`src/rtl/card_shoe_pkg.sv`:
```
// Shared types and constants for the card shoe: FSM states, deck size, LFSR taps.
// Also holds the rank-to-value mapping used when cards are dealt.
package card_shoe_pkg;

   typedef enum logic [1:0] {
      ST_FILL    = 2'd0,
      ST_SHUFFLE = 2'd1,
      ST_IDLE    = 2'd2
   } state_t;

   localparam int          DECK_SIZE_DEF = 52;
   localparam int          RANKS         = 13;
   localparam logic [15:0] LFSR_TAPS     = 16'hB400;

   // Face cards (J, Q, K) are all worth ten.
   function automatic logic [3:0] rank_to_val(input logic [3:0] rank);
      return (rank >= 4'd10) ? 4'd10 : rank;
   endfunction

endpackage

```
`src/rtl/shoe_lfsr.sv`:
```
// Free-running 16-bit Galois LFSR, one step per clock in every state; no backpressure.
// Exposes only the low OUT_W bits that the shuffle consumes.
module shoe_lfsr import card_shoe_pkg::*; #(
   parameter logic [15:0] SEED  = 16'hACE1,
   parameter int          OUT_W = 6
) (
   input  logic             clk,
   input  logic             reset_n,
   output logic [OUT_W-1:0] rnd
);

   logic [15:0] lfsr;

   always_ff @(posedge clk or negedge reset_n) begin
      if (!reset_n) begin
         lfsr <= SEED;
      end else begin
         lfsr <= (lfsr >> 1) ^ (lfsr[0] ? LFSR_TAPS : 16'h0000);
      end
   end

   assign rnd = lfsr[OUT_W-1:0];

endmodule

```
`src/rtl/card_shoe.sv`:
```
// Register-held 52-card shoe: fill, LFSR-driven Fisher-Yates shuffle, two cards per deal.
// Deal visible right after the sampling edge; requests while not ready are dropped.
module card_shoe import card_shoe_pkg::*; #(
   parameter int          DECK_SIZE    = DECK_SIZE_DEF,
   parameter int          RESHUFFLE_AT = 16,
   parameter logic [15:0] SEED         = 16'hACE1
) (
   input  logic       clk,
   input  logic       reset_n,
   input  logic       on,
   input  logic [2:0] test,
   output logic [3:0] card1_out,
   output logic [3:0] card2_out,
   output logic       card_valid,
   output logic       ready,
   output logic       shuffle_busy,
   output logic [5:0] cards_left
);

   localparam logic [5:0] LAST = 6'(DECK_SIZE - 1);
   localparam logic [5:0] FULL = 6'(DECK_SIZE);
   localparam logic [5:0] LOW  = 6'(RESHUFFLE_AT);

   state_t     state, state_nxt;
   logic [3:0] deck [DECK_SIZE];
   logic [5:0] fill_idx;
   logic [3:0] fill_rank;
   logic [5:0] step_idx;
   logic [5:0] step_p1;
   logic [5:0] swap_j;
   logic [5:0] ptr;
   logic [5:0] ptr_p1;
   logic [5:0] left_after;
   logic [5:0] rnd;
   logic       test_q;
   logic       fill_we;
   logic       swap_en;
   logic       deal;
   logic       enter_shuffle;
   logic       shuffle_done;

   shoe_lfsr #(
      .SEED  (SEED),
      .OUT_W (6)
   ) u_lfsr (
      .clk     (clk),
      .reset_n (reset_n),
      .rnd     (rnd)
   );

   assign step_p1    = step_idx + 6'd1;
   // Scaling a 6-bit random by (i+1) and keeping the top half lands j in 0..i.
   assign swap_j     = 6'(({6'd0, rnd} * {6'd0, step_p1}) >> 6);
   assign ptr_p1     = ptr + 6'd1;
   assign left_after = cards_left - 6'd2;

   always_ff @(posedge clk or negedge reset_n) begin
      if (!reset_n) begin
         state <= ST_FILL;
      end else begin
         state <= state_nxt;
      end
   end

   always_comb begin
      state_nxt     = state;
      fill_we       = 1'b0;
      swap_en       = 1'b0;
      deal          = 1'b0;
      enter_shuffle = 1'b0;
      shuffle_done  = 1'b0;
      case (state)
         ST_FILL: begin
            fill_we = 1'b1;
            if (fill_idx == LAST) begin
               state_nxt     = ST_SHUFFLE;
               enter_shuffle = 1'b1;
            end
         end
         ST_SHUFFLE: begin
            swap_en = ~test_q;
            if (step_idx == 6'd1) begin
               state_nxt    = ST_IDLE;
               shuffle_done = 1'b1;
            end
         end
         ST_IDLE: begin
            if (on) begin
               deal = 1'b1;
               if (left_after < LOW) begin
                  state_nxt     = ST_SHUFFLE;
                  enter_shuffle = 1'b1;
               end
            end
         end
         default: state_nxt = ST_FILL;
      endcase
   end

   always_ff @(posedge clk or negedge reset_n) begin
      if (!reset_n) begin
         fill_idx   <= 6'd0;
         fill_rank  <= 4'd1;
         step_idx   <= 6'd0;
         test_q     <= 1'b0;
         ptr        <= 6'd0;
         cards_left <= 6'd0;
         card1_out  <= 4'd0;
         card2_out  <= 4'd0;
         card_valid <= 1'b0;
      end else begin
         card_valid <= deal;
         if (fill_we) begin
            fill_idx  <= fill_idx + 6'd1;
            fill_rank <= (fill_rank == 4'(RANKS)) ? 4'd1 : fill_rank + 4'd1;
         end
         if (enter_shuffle) begin
            step_idx <= LAST;
            test_q   <= |test;
         end else if (state == ST_SHUFFLE) begin
            step_idx <= step_idx - 6'd1;
         end
         if (shuffle_done) begin
            ptr        <= 6'd0;
            cards_left <= FULL;
         end else if (deal) begin
            card1_out  <= rank_to_val(deck[ptr]);
            card2_out  <= rank_to_val(deck[ptr_p1]);
            ptr        <= ptr + 6'd2;
            cards_left <= left_after;
         end
      end
   end

   // Deck contents are fully rewritten by FILL after every reset, so no reset here.
   always_ff @(posedge clk) begin
      if (fill_we) begin
         deck[fill_idx] <= fill_rank;
      end else if (swap_en) begin
         deck[step_idx] <= deck[swap_j];
         deck[swap_j]   <= deck[step_idx];
      end
   end

   assign ready        = (state == ST_IDLE);
   assign shuffle_busy = (state == ST_FILL) || (state == ST_SHUFFLE);

endmodule

```
`config.mk`:
```
export PLATFORM = sky130hd
export DESIGN_NAME = card_shoe
export DESIGN_NICKNAME = d
export VERILOG_FILES = /design/src/rtl/card_shoe_pkg.sv /design/src/rtl/shoe_lfsr.sv /design/src/rtl/card_shoe.sv
export SDC_FILE = /design/constraint.sdc
export NUM_CORES = 1
export LEC_CHECK = 0
export BUFFER_PORTS_ARGS = -buffer_cell sky130_fd_sc_hd__buf_2
export CAP_MARGIN = 15
export CORE_MARGIN = 2
export CORE_UTILIZATION = 45
export CTS_CLUSTER_SIZE = 20
export DETAILED_ROUTE_END_ITERATION = 8
export MAX_ROUTING_LAYER = met4
export PLACE_DENSITY = 0.59
export REMOVE_ABC_BUFFERS = 1
export SYNTH_ARGS = -nofsm -noshare
export SYNTH_HDL_FRONTEND = slang
export SYNTH_SLANG_ARGS = --single-unit
```
`constraint.sdc`:
```
create_clock -name clk -period 15.2 [get_ports clk]
set_clock_uncertainty 0.2 [all_clocks]
set_input_delay 1.52 -clock clk [delete_from_list [all_inputs] [get_ports clk]]
set_output_delay 1.52 -clock clk [all_outputs]
set_load 0.005 [all_outputs]
```
==> results.md <==
- Initial cell density of the core: 0.453
- First-pass GRT wire length: just over 90 mm
- Crit path capture type: flip-flop
- Die height: 206 um
- Commonest non-fill, non-tap cells in the layout: mux2i_1, edfxtp_1, nand2_1
- Power per cell area: approximately 76 nW/um^2
- Hold Crit Class: reg -> reg
- Final nets: between 1,500 and 2,000
- Slew HR: 0.173
- Critical Setup Path Class: reg -> reg
- Most common flop cell mapped by yosys: edfxtp_1
- Post-synth EDFFs: 208
- Cells after synthesis: 1,558
- RSZ-0062 raised after global routing: no
- Die X: 206 um
- Max Fclk: around 120 MHz
- I/O Buffers: 21
- Via/cell ratio: 6.75
- CTS root buffer: clkbuf_16
- Quantity of hold-fixing buffers added after cts: 0
- Most common cell after layout, fill and taps aside: mux2i_1
- Antenna violations before repair: 2
- WL final: 61.9 mm
- Synth Area per Inst: ~12 sq um
- Max Root-Sink Buffers: 3
- Worst-path maximum fanout: 31
- Post-CTS sizing: 0
- Worst setup slack after layout: 6.55 ns
- CP Data Required Time: 15.31 ns
- Worst-Margin Slew: 1.24 ns
- Maxcap violations: 0
- Ports: 23
- Share of layout cells above drive strength 1: 0.184
- TritonCTS sink count: 262
- Core ar.: between 40,000 and 50,000 sq um
- Area growth, synth to finish: 7.88%
- Routability Congestion: 1.02
- Endpoints failing setup: 0
- Number of global-route vias before repair: between 10,000 and 15,000
- Row Count: 74
- Endpoints failing hold: 0
- Clock Pin Slew Worst Setup and Hold Paths: 0.07 ns
- Gr ovfl total: 0
- Iteration-0 DRC Markers: 1,946
- Post-Place Worst Slack: 6.69 ns
- Ys Warns: 0
- GRT Util Overall: 0.303
- Via count: 13,900
- Fin Setup TNS: 0 ns
- Seq/Total Area, Yosys: 0.414
- Final period util: 0.569
- Pin count of the biggest net entering global routing: around 60
- Final Max Slew Viols: 0
- DRC Markers: 0
- Total setup buffers inserted after CTS: 0
- Async SR Flop Fraction: 0.206
- Outcome: complete, no violations
- Dpl hpwl: 43.8 mm
- WL/cell: approximately 30 um
- WP data arrival: 8.76 ns
- Cell area after layout: 19,800 sq um
- Seq cells post-synth: around 260
- Drt pass-1 iters: 8
- Final ANT Viol Nets: 0
- Netlist cell types: 75
- Final min period: 8.65 ns
- Post-Syn Area: approximately 18,000 sq um
- Nature of the critical path startpoint: flip-flop
- Total CTS buffers: 30
- Total power: 0.00150 W
- CTS tree: built
- Die ar.: 42,500 sq um
- Clock Latency Late Sink: 0.59 ns
- H-tree depth: 1
- VDD IR max: 0.0721 mV
- Pleak: 6.94 nW
- Placed Area: 18,900 sq um
[layer usage]
layer / track usage / vias to the layer above / part of all wire
met4: 0.124 / 0 / 0.051
li1: - / 5864 / -
met5: - / - / 0
met3: 0.0864 / 182 / 0.12
met1: 0.392 / 6909 / 0.38
met2: 0.450 / 977 / 0.45
[synthesized netlist by cell type, types with 6 or more instances]
| cell type | number | area [sq um] |
|---|---|---|
| a21oi_1 | 16 | 80.1 |
| a31oi_1 | 11 | 68.8 |
| nor2b_1 | 24 | 150 |
| edfxtp_1 | 208 | 6250 |
| fa_1 | 16 | 320 |
| nand2_1 | 200 | 751 |
| xnor2_1 | 13 | 114 |
| nor3_1 | 11 | 55.1 |
| dfrtp_1 | 45 | 1130 |
| dfstp_2 | 9 | 236 |
| mux2i_1 | 237 | 2370 |
| inv_1 | 27 | 101 |
| buf_6 | 10 | 113 |
| o21ai_0 | 81 | 405 |
| buf_4 | 7 | 52.6 |
| nand2b_1 | 17 | 106 |
| ha_1 | 23 | 288 |
| buf_2 | 31 | 155 |
| xor2_1 | 16 | 140 |
| o31ai_1 | 6 | 45.0 |
| clkbuf_1 | 73 | 274 |
| a211oi_1 | 10 | 75.1 |
| mux2_2 | 15 | 169 |
| o22ai_1 | 50 | 313 |
| nand3_1 | 50 | 250 |
| nor2_1 | 85 | 319 |
| and2_1 | 13 | 81.3 |
| buf_1 | 14 | 52.6 |
| mux4_2 | 133 | 3000 |
| nand4_1 | 12 | 75.1 |
[final timing paths]
kind                                      startpoint                   endpoint  depth (start not counted)  slack [ns]
setup / recovery             step_idx[1]$_DFFE_PN0P_      deck[14][3]$_DFFE_PP_                         18        6.55
hold / removal             u_lfsr.lfsr[12]$_DFF_PN0_  u_lfsr.lfsr[11]$_DFF_PN1_                          0        0.15
setup reg to reg             step_idx[1]$_DFFE_PN0P_      deck[14][3]$_DFFE_PP_                         18        6.55
hold reg to reg            u_lfsr.lfsr[12]$_DFF_PN0_  u_lfsr.lfsr[11]$_DFF_PN1_                          0        0.15
max in group asynchronous                    reset_n         ptr[1]$_DFFE_PN0P_                          2       13.32
min in group asynchronous                    reset_n   u_lfsr.lfsr[8]$_DFF_PN0_                          1        0.59
[registers in the layout, summed over array words and instances (netlist names), 2 cells and up]
name         count
cards_left       5
card2_out        4
state            2
u_lfsr.lfsr     16
step_idx         6
fill_idx         6
fill_rank        4
ptr              5
deck           208
card1_out        4
[cell families after synthesis]
| family | count (synthesis) | share of synthesized area |
|---|---|---|
| buf+inv | 163 | 0.0409 |
| flops | 262 | 0.414 |
| mux | 386 | 0.302 |
| fa+ha+maj | 39 | 0.0331 |
| compound gates | 232 | 0.0836 |
| simple gates | 444 | 0.111 |
| other cells | 1 | 0.000204 |
| xor+xnor | 31 | 0.0156 |
[where the power goes]
group          internal (W)  switching, W    total, W
sequential         0.000765   0.000000108    0.000765
combinational   0.000000722    0.00000303  0.00000375
clock              0.000422      0.000307    0.000729
[through the flow]
step,util,std cells,hold WS (ns)
after global placement,0.465,2007,0.139
after floorplan,-,1423,0.131
after CTS,0.489,2062,0.156
after detailed placement,0.465,2007,0.142
after global routing,0.489,2065,0.163
final,0.489,2065,0.154
[critical path, stage by stage, from the launching register on]
cell and delay, ns:
dfrtp_4 0.80, ha_1 0.29, nand3_1 0.09, xor2_1 0.40
nand2b_1 0.19, fa_1 0.44, fa_1 0.46, fa_1 0.50
inv_1 0.04, ha_1 0.87, nand3_1 0.22, or3_1 0.45
nand4_1 0.27, a2bb2oi_2 0.70, nor4_1 0.10, or4_1 0.58
o32ai_4 1.07, buf_4 0.51, mux2i_1 0.15
[final cells by class]
type / count / area (sq um)
Antenna cell: 2 / 5.00
Clock buffer: 36 / 795
Clock inverter: 19 / 181
Fill cell: 3563 / 20700
Inverter: 28 / 105
Multi-Input combinational cell: 1133 / 10100
Sequential cell: 262 / 7620
Tap cell: 532 / 666
Timing Repair Buffer: 53 / 343
(Power assumes the default switching activity.)
